File: config.mk
export PLATFORM = sky130hd
export DESIGN_NAME = avst_pixel_sink
export DESIGN_NICKNAME = d
export VERILOG_FILES = /design/src/rtl/avst_pixel_pkg.sv /design/src/rtl/sync_fifo.sv /design/src/rtl/avst_pixel_sink.sv
export SDC_FILE = /design/constraint.sdc
export NUM_CORES = 1
export LEC_CHECK = 0
export CAP_MARGIN = 10
export CORE_MARGIN = 5
export CORE_UTILIZATION = 40
export DETAILED_ROUTE_END_ITERATION = 10
export GPL_TIMING_DRIVEN = 0
export PLACE_DENSITY = 0.67
export SYNTH_ARGS = -nofsm -noshare
export SYNTH_HDL_FRONTEND = slang
export SYNTH_SLANG_ARGS = --single-unit
File: constraint.sdc
create_clock -name clk -period 2.8 [get_ports clk]
set_input_delay 0.84 -clock clk [delete_from_list [all_inputs] [get_ports clk]]
set_output_delay 0.84 -clock clk [all_outputs]
set_load 0.1 [all_outputs]
File: src/rtl/avst_pixel_pkg.sv
// avst_pixel_pkg: shared pixel, buffer-entry and framing-state types plus default frame geometry.
package avst_pixel_pkg;
   localparam int DEF_H_PIXELS = 320;
   localparam int DEF_V_LINES  = 240;
   typedef struct packed {
      logic [7:0] r;
      logic [7:0] g;
      logic [7:0] b;
   } rgb888_t;
   typedef struct packed {
      logic    sof;
      rgb888_t rgb;
   } fifo_entry_t;
   typedef enum logic {WAIT_SOP, IN_FRAME} state_t;
endpackage

File: src/rtl/sync_fifo.sv
// sync_fifo: single-clock show-ahead FIFO with occupancy output; depth must be a power of 2.
module sync_fifo #(
   parameter int WIDTH = 25,
   parameter int DEPTH = 16
) (
   input  logic                     clk,
   input  logic                     reset,
   input  logic                     wr_en,
   input  logic [WIDTH-1:0]         wr_data,
   input  logic                     rd_en,
   output logic [WIDTH-1:0]         rd_data,
   output logic [$clog2(DEPTH):0]   level
);
   localparam int AW = $clog2(DEPTH);
   logic [WIDTH-1:0] mem [DEPTH];
   logic [AW-1:0] wptr, rptr;
   logic push, pop;
   assign push = wr_en & (level < (AW+1)'(DEPTH));
   assign pop = rd_en & (level != '0);
   assign rd_data = mem[rptr];
   always_ff @(posedge clk or posedge reset)
      if (reset) begin
         wptr <= '0;
         rptr <= '0;
         level <= '0;
      end else begin
         if (push) wptr <= wptr + AW'(1);
         if (pop) rptr <= rptr + AW'(1);
         level <= level + {{AW{1'b0}}, push} - {{AW{1'b0}}, pop};
      end
   always_ff @(posedge clk)
      if (push) mem[wptr] <= wr_data;
endmodule

File: src/rtl/avst_pixel_sink.sv
// avst_pixel_sink: Avalon-ST video sink that frames, buffers and serves RGB888 pixels on demand.
// Define AVST_SINK_ERR_CNT_EN to add the saturating err_count output.
module avst_pixel_sink import avst_pixel_pkg::*; #(
   parameter int H_PIXELS   = DEF_H_PIXELS,
   parameter int V_LINES    = DEF_V_LINES,
   parameter int FIFO_DEPTH = 16
) (
   input  logic                          clk,
   input  logic                          reset,
   input  logic [29:0]                   data,
   input  logic                          startofpacket,
   input  logic                          endofpacket,
   input  logic                          valid,
   output logic                          ready,
   input  logic                          pix_req,
   output logic [23:0]                   pix_data,
   output logic                          pix_valid,
   output logic                          pix_sof,
   output logic                          frame_done,
   output logic                          frame_err,
   output logic                          underflow,
   output logic [$clog2(FIFO_DEPTH):0]   fifo_level
`ifdef AVST_SINK_ERR_CNT_EN
   ,output logic [15:0]                  err_count
`endif
);
   localparam int NUM_PIXELS = H_PIXELS * V_LINES;
   localparam int CW = $clog2(NUM_PIXELS) + 1;
   localparam int LW = $clog2(FIFO_DEPTH) + 1;
   state_t state;
   logic [CW-1:0] cnt, cnt_nxt;
   logic accept, wr_en, rd_en, last;
   fifo_entry_t wr_entry, rd_entry;
   assign ready = ~reset & (fifo_level < LW'(FIFO_DEPTH));
   assign accept = valid & ready;
   assign wr_en = accept & ((state == IN_FRAME) | startofpacket);
   assign cnt_nxt = startofpacket ? CW'(1) : cnt + CW'(1);
   assign last = cnt_nxt == CW'(NUM_PIXELS);
   assign wr_entry = '{sof: startofpacket, rgb: '{r: data[29:22], g: data[19:12], b: data[9:2]}};
   assign rd_en = pix_req & (fifo_level != '0);
   sync_fifo #(.WIDTH($bits(fifo_entry_t)), .DEPTH(FIFO_DEPTH)) u_fifo (
      .clk(clk),
      .reset(reset),
      .wr_en(wr_en),
      .wr_data(wr_entry),
      .rd_en(rd_en),
      .rd_data(rd_entry),
      .level(fifo_level)
   );
   // A frame ends on EOP or on its last beat; anything but both together is an error.
   always_ff @(posedge clk or posedge reset)
      if (reset) begin
         state <= WAIT_SOP;
         cnt <= '0;
         frame_done <= 1'b0;
         frame_err <= 1'b0;
      end else begin
         frame_done <= wr_en & endofpacket & last;
         frame_err <= wr_en & (((state == IN_FRAME) & startofpacket) | (endofpacket ^ last));
         if (wr_en) begin
            cnt <= cnt_nxt;
            state <= (endofpacket | last) ? WAIT_SOP : IN_FRAME;
         end
      end
   always_ff @(posedge clk or posedge reset)
      if (reset) begin
         pix_valid <= 1'b0;
         pix_sof <= 1'b0;
         pix_data <= '0;
         underflow <= 1'b0;
      end else begin
         pix_valid <= rd_en;
         pix_sof <= rd_en & rd_entry.sof;
         pix_data <= rd_en ? rd_entry.rgb : '0;
         underflow <= pix_req & ~rd_en;
      end
`ifdef AVST_SINK_ERR_CNT_EN
   logic [16:0] err_sum;
   assign err_sum = {1'b0, err_count} + 17'(frame_err) + 17'(underflow);
   always_ff @(posedge clk or posedge reset)
      if (reset) err_count <= '0;
      else err_count <= err_sum[16] ? 16'hFFFF : err_sum[15:0];
`endif
endmodule

==> qor.yml <==
layout:
  final_common_cell: "edfxtp_1"
  num_antenna_cells: 0
  syn2layout_area_growth_pct: 17.0
  seqCellArea_sq_um: 13500
  layout_common_cells: "edfxtp_1, mux4_2, dfrtp_1"
  drive_gt1_share_pct: 25.8
  finalInstanceArea_sq_um: 21000
  nFillCells: 3669
  multiInputGateArea_sq_um: 4410
  nNetsFinal: 1030
logic_synthesis:
  ys_seq_elements: 461
  ys.flop_type: "edfxtp_1"
  syn-cell-area_sq_um: 18000
  yosysSeqAreaShare_pct: 75.4
  synthArstFlopShare_pct: 13.2
  syn_inst: 851
  syn-num-nets: 901
  ys_types: 45
  avgSynthCellArea_sq_um: 21.1
  yosys_warnings: 0
  synth_edf_count: 400
global_route:
  grt_overflow_total: 0
  grt_usage_pct: 15.7
  grt_max_degree: 38
  antenna_found_initial: 2
  grt_pass1_vias: 9047
  grt_pass1_wl_mm: 58.8
route:
  ant_nets: 0
  vias: 8806
  wl_per_cell_microns: 25.1
  first_pass_iters: 5
  wirelength_mm: 40.3
  viasPerCell: 5.48
  drc: 0
  drt_iter0_drc: 967
clocking:
  clk_latency_ns: 0.56
  root_buffer: "clkbuf_16"
  numCtsBuffers: 46
  clk_path_buf_depth: 3
  clk_pin_slew_worst_paths_ns: 0.06
  cts.htree.levels: 2
  cts_sinks: 461
  cts_tree: "built"
floorplanning:
  dieArea_sq_um: 49300
  fp.dieH_microns: 222
  ios: 71
  coreArea_sq_um: 44300
  dieWidth_microns: 222
  row_count: 77
  start_util_pct: 40.5
setup_path:
  cp-start-kind: "register"
  critPathKind: "reg2reg"
  worstPathArrival_ns: 3.25
  max_stage_delay_ns: 0.54
  crit_family: "simple AND/OR/NAND/NOR gates"
  critical_path_required_ns: 3.22
  critPathCaptureType: "register"
  crit_buf_inv: 0
  crit_path_frequent_cell: "ha_1"
  critPathSlowestCell: "or4b_4"
  crit_chain: "ha_1, or4b_4, nor3_4, o221ai_2, a2111o_1, or4_1, ha_1, a21oi_2, nor2_1"
  critPathMaxFanout: 2
power_and_ir_drop:
  power_density_nw_per_um2: 965
  power.leakage_nw: 7.00
  vdd_drop_max_uv: 559
  total_power_mw: 20.3
sta:
  slew_headroom_pct: 24.0
  worst_clock_skew_ns: 0.0207
  final-setup-viol-count: 1
  hold_viol_final: 0
  rsz0062_at_grt: "yes"
  finalCritPeriodShare_pct: 101
  max_freq_mhz: 354
  tightest_slew_ns: 1.14
  setup_slack_ns: -0.0284
  drv_slew: 0
  final.min_clock_period_ns: 2.83
worst_hold_path:
  hp-class: "reg2reg"
placed_design:
  dp_slack_ns: -1.20
  place_area_sq_um: 19400
  port_buffers: 64
  place_congestion: 0.775
  hpwlAfterDp_mm: 21.7
run_status:
  violations: "negative setup slack"
  status: "complete, but fails checks"
job:
  drv_cap: 0
state kept, by name (all words and copies together), names as in the netlist:
| signal | flops |
|---|---|
| cnt | 18 |
| pix_data | 24 |
| underflow | 1 |
| pix_sof | 1 |
| u_fifo.level | 5 |
| u_fifo.rptr | 4 |
| frame_done | 1 |
| u_fifo.wptr | 4 |
| u_fifo.mem | 400 |
| pix_valid | 1 |
| state | 1 |
| frame_err | 1 |
where the power goes:
group / total, mW / leakage [nW] / internal (mW) / switching [mW]
clock network: 5.71 / 0.675 / 3.15 / 2.56
registers: 8.12 / 4.37 / 7.89 / 0.228
logic: 6.46 / 1.95 / 2.56 / 3.90
path summary, 6_finish.rpt:
path                       startpoint             end  slack (ns)  depth (start not counted)
hold / removal                cnt[16]         cnt[16]        0.53                          1
min in group asynchronous       reset      frame_done        0.72                          2
setup / recovery               cnt[0]       frame_err       -0.03                          9
hold reg to reg               cnt[16]         cnt[16]        0.53                          1
max in group asynchronous       reset  u_fifo.rptr[3]        1.54                          3
setup reg to reg               cnt[0]       frame_err       -0.03                          9
layer usage:
layer | up-vias | wire (microns) | GRT usage [%]
met5 | - | 25 | 0
met4 | 4 | 720 | 3.58
met3 | 55 | 2910 | 3.01
met2 | 330 | 19300 | 24.8
met1 | 4671 | 17400 | 23.1
li1 | 3746 | - | -
worst register-to-register path, delay by kind of cell, from the launching register on:
family / cells / cell delay, ns
adder cells (fa/ha/maj): 2 / 0.61
flip-flops: 1 / 0.38
AND/OR/NAND/NOR: 4 / 1.18
AO/OA/AOI/OAI: 3 / 0.54
through the flow:
step                utilization (%)  hold WS [ns]  setup TNS [ns]  cells
global placement               43.7         0.513         -704.10   1507
floorplan                         -         0.473          -0.167    851
finish                         47.4         0.534         -0.0284   1608
CTS                            47.0         0.534          -29.59   1594
detailed placement             43.8         0.520         -439.60   1508
global route                   47.4         0.552           -3.16   1608
kinds of logic (layout without fill, tap and decap cells):
logic type	Yosys count	count (layout)	share of synthesized area, %
muxes	127	127	15.8
buffers and inverters	57	214	1.28
and+or+nand+nor	126	134	4.20
DFF	461	461	75.4
AOI/OAI and AO/OA	51	51	1.64
adders and majority gates	14	14	1.02
xor gates and xnor gates	15	15	0.731
synthesized netlist by cell type (2+ instances only):
library cell | instances | area share, %
a21oi_1 | 10 | 0.28
a31oi_1 | 4 | 0.14
and2_1 | 38 | 1.3
and3_1 | 7 | 0.24
and4_1 | 2 | 0.098
buf_1 | 5 | 0.10
buf_2 | 13 | 0.36
clkbuf_1 | 24 | 0.50
dfrtp_1 | 61 | 8.5
edfxtp_1 | 400 | 67
ha_1 | 13 | 0.91
inv_1 | 15 | 0.31
mux2i_1 | 2 | 0.11
mux4_2 | 125 | 16
nand2_1 | 26 | 0.54
nand2b_1 | 3 | 0.10
nand3_1 | 7 | 0.19
nand4_1 | 5 | 0.17
nor2_1 | 14 | 0.29
nor2b_1 | 3 | 0.10
nor3_1 | 5 | 0.14
nor4_1 | 4 | 0.14
nor4_4 | 2 | 0.24
o21ai_0 | 28 | 0.78
o31ai_1 | 2 | 0.084
xnor2_1 | 12 | 0.58
xor2_1 | 3 | 0.15
layout make-up:
class | instances | area share, %
Tap cell | 592 | 3.52
Clock inverter | 28 | 0.875
Buffer | 42 | 0.970
Multi-Input combinational cell | 341 | 21.0
Clock buffer | 56 | 5.70
Sequential cell | 461 | 64.4
Timing Repair Buffer | 73 | 3.27
Inverter | 15 | 0.280
what timing repair did:
action,CTS,global route
gates cloned,0,8
buffers inserted,2,5
endpoints found under the setup margin,446,408
resized for setup,67,28
pin swaps,8,10
endpoints found under the hold margin,0,0
hold buffers,0,0
Note: power is estimated with default switching activity, not from simulation.
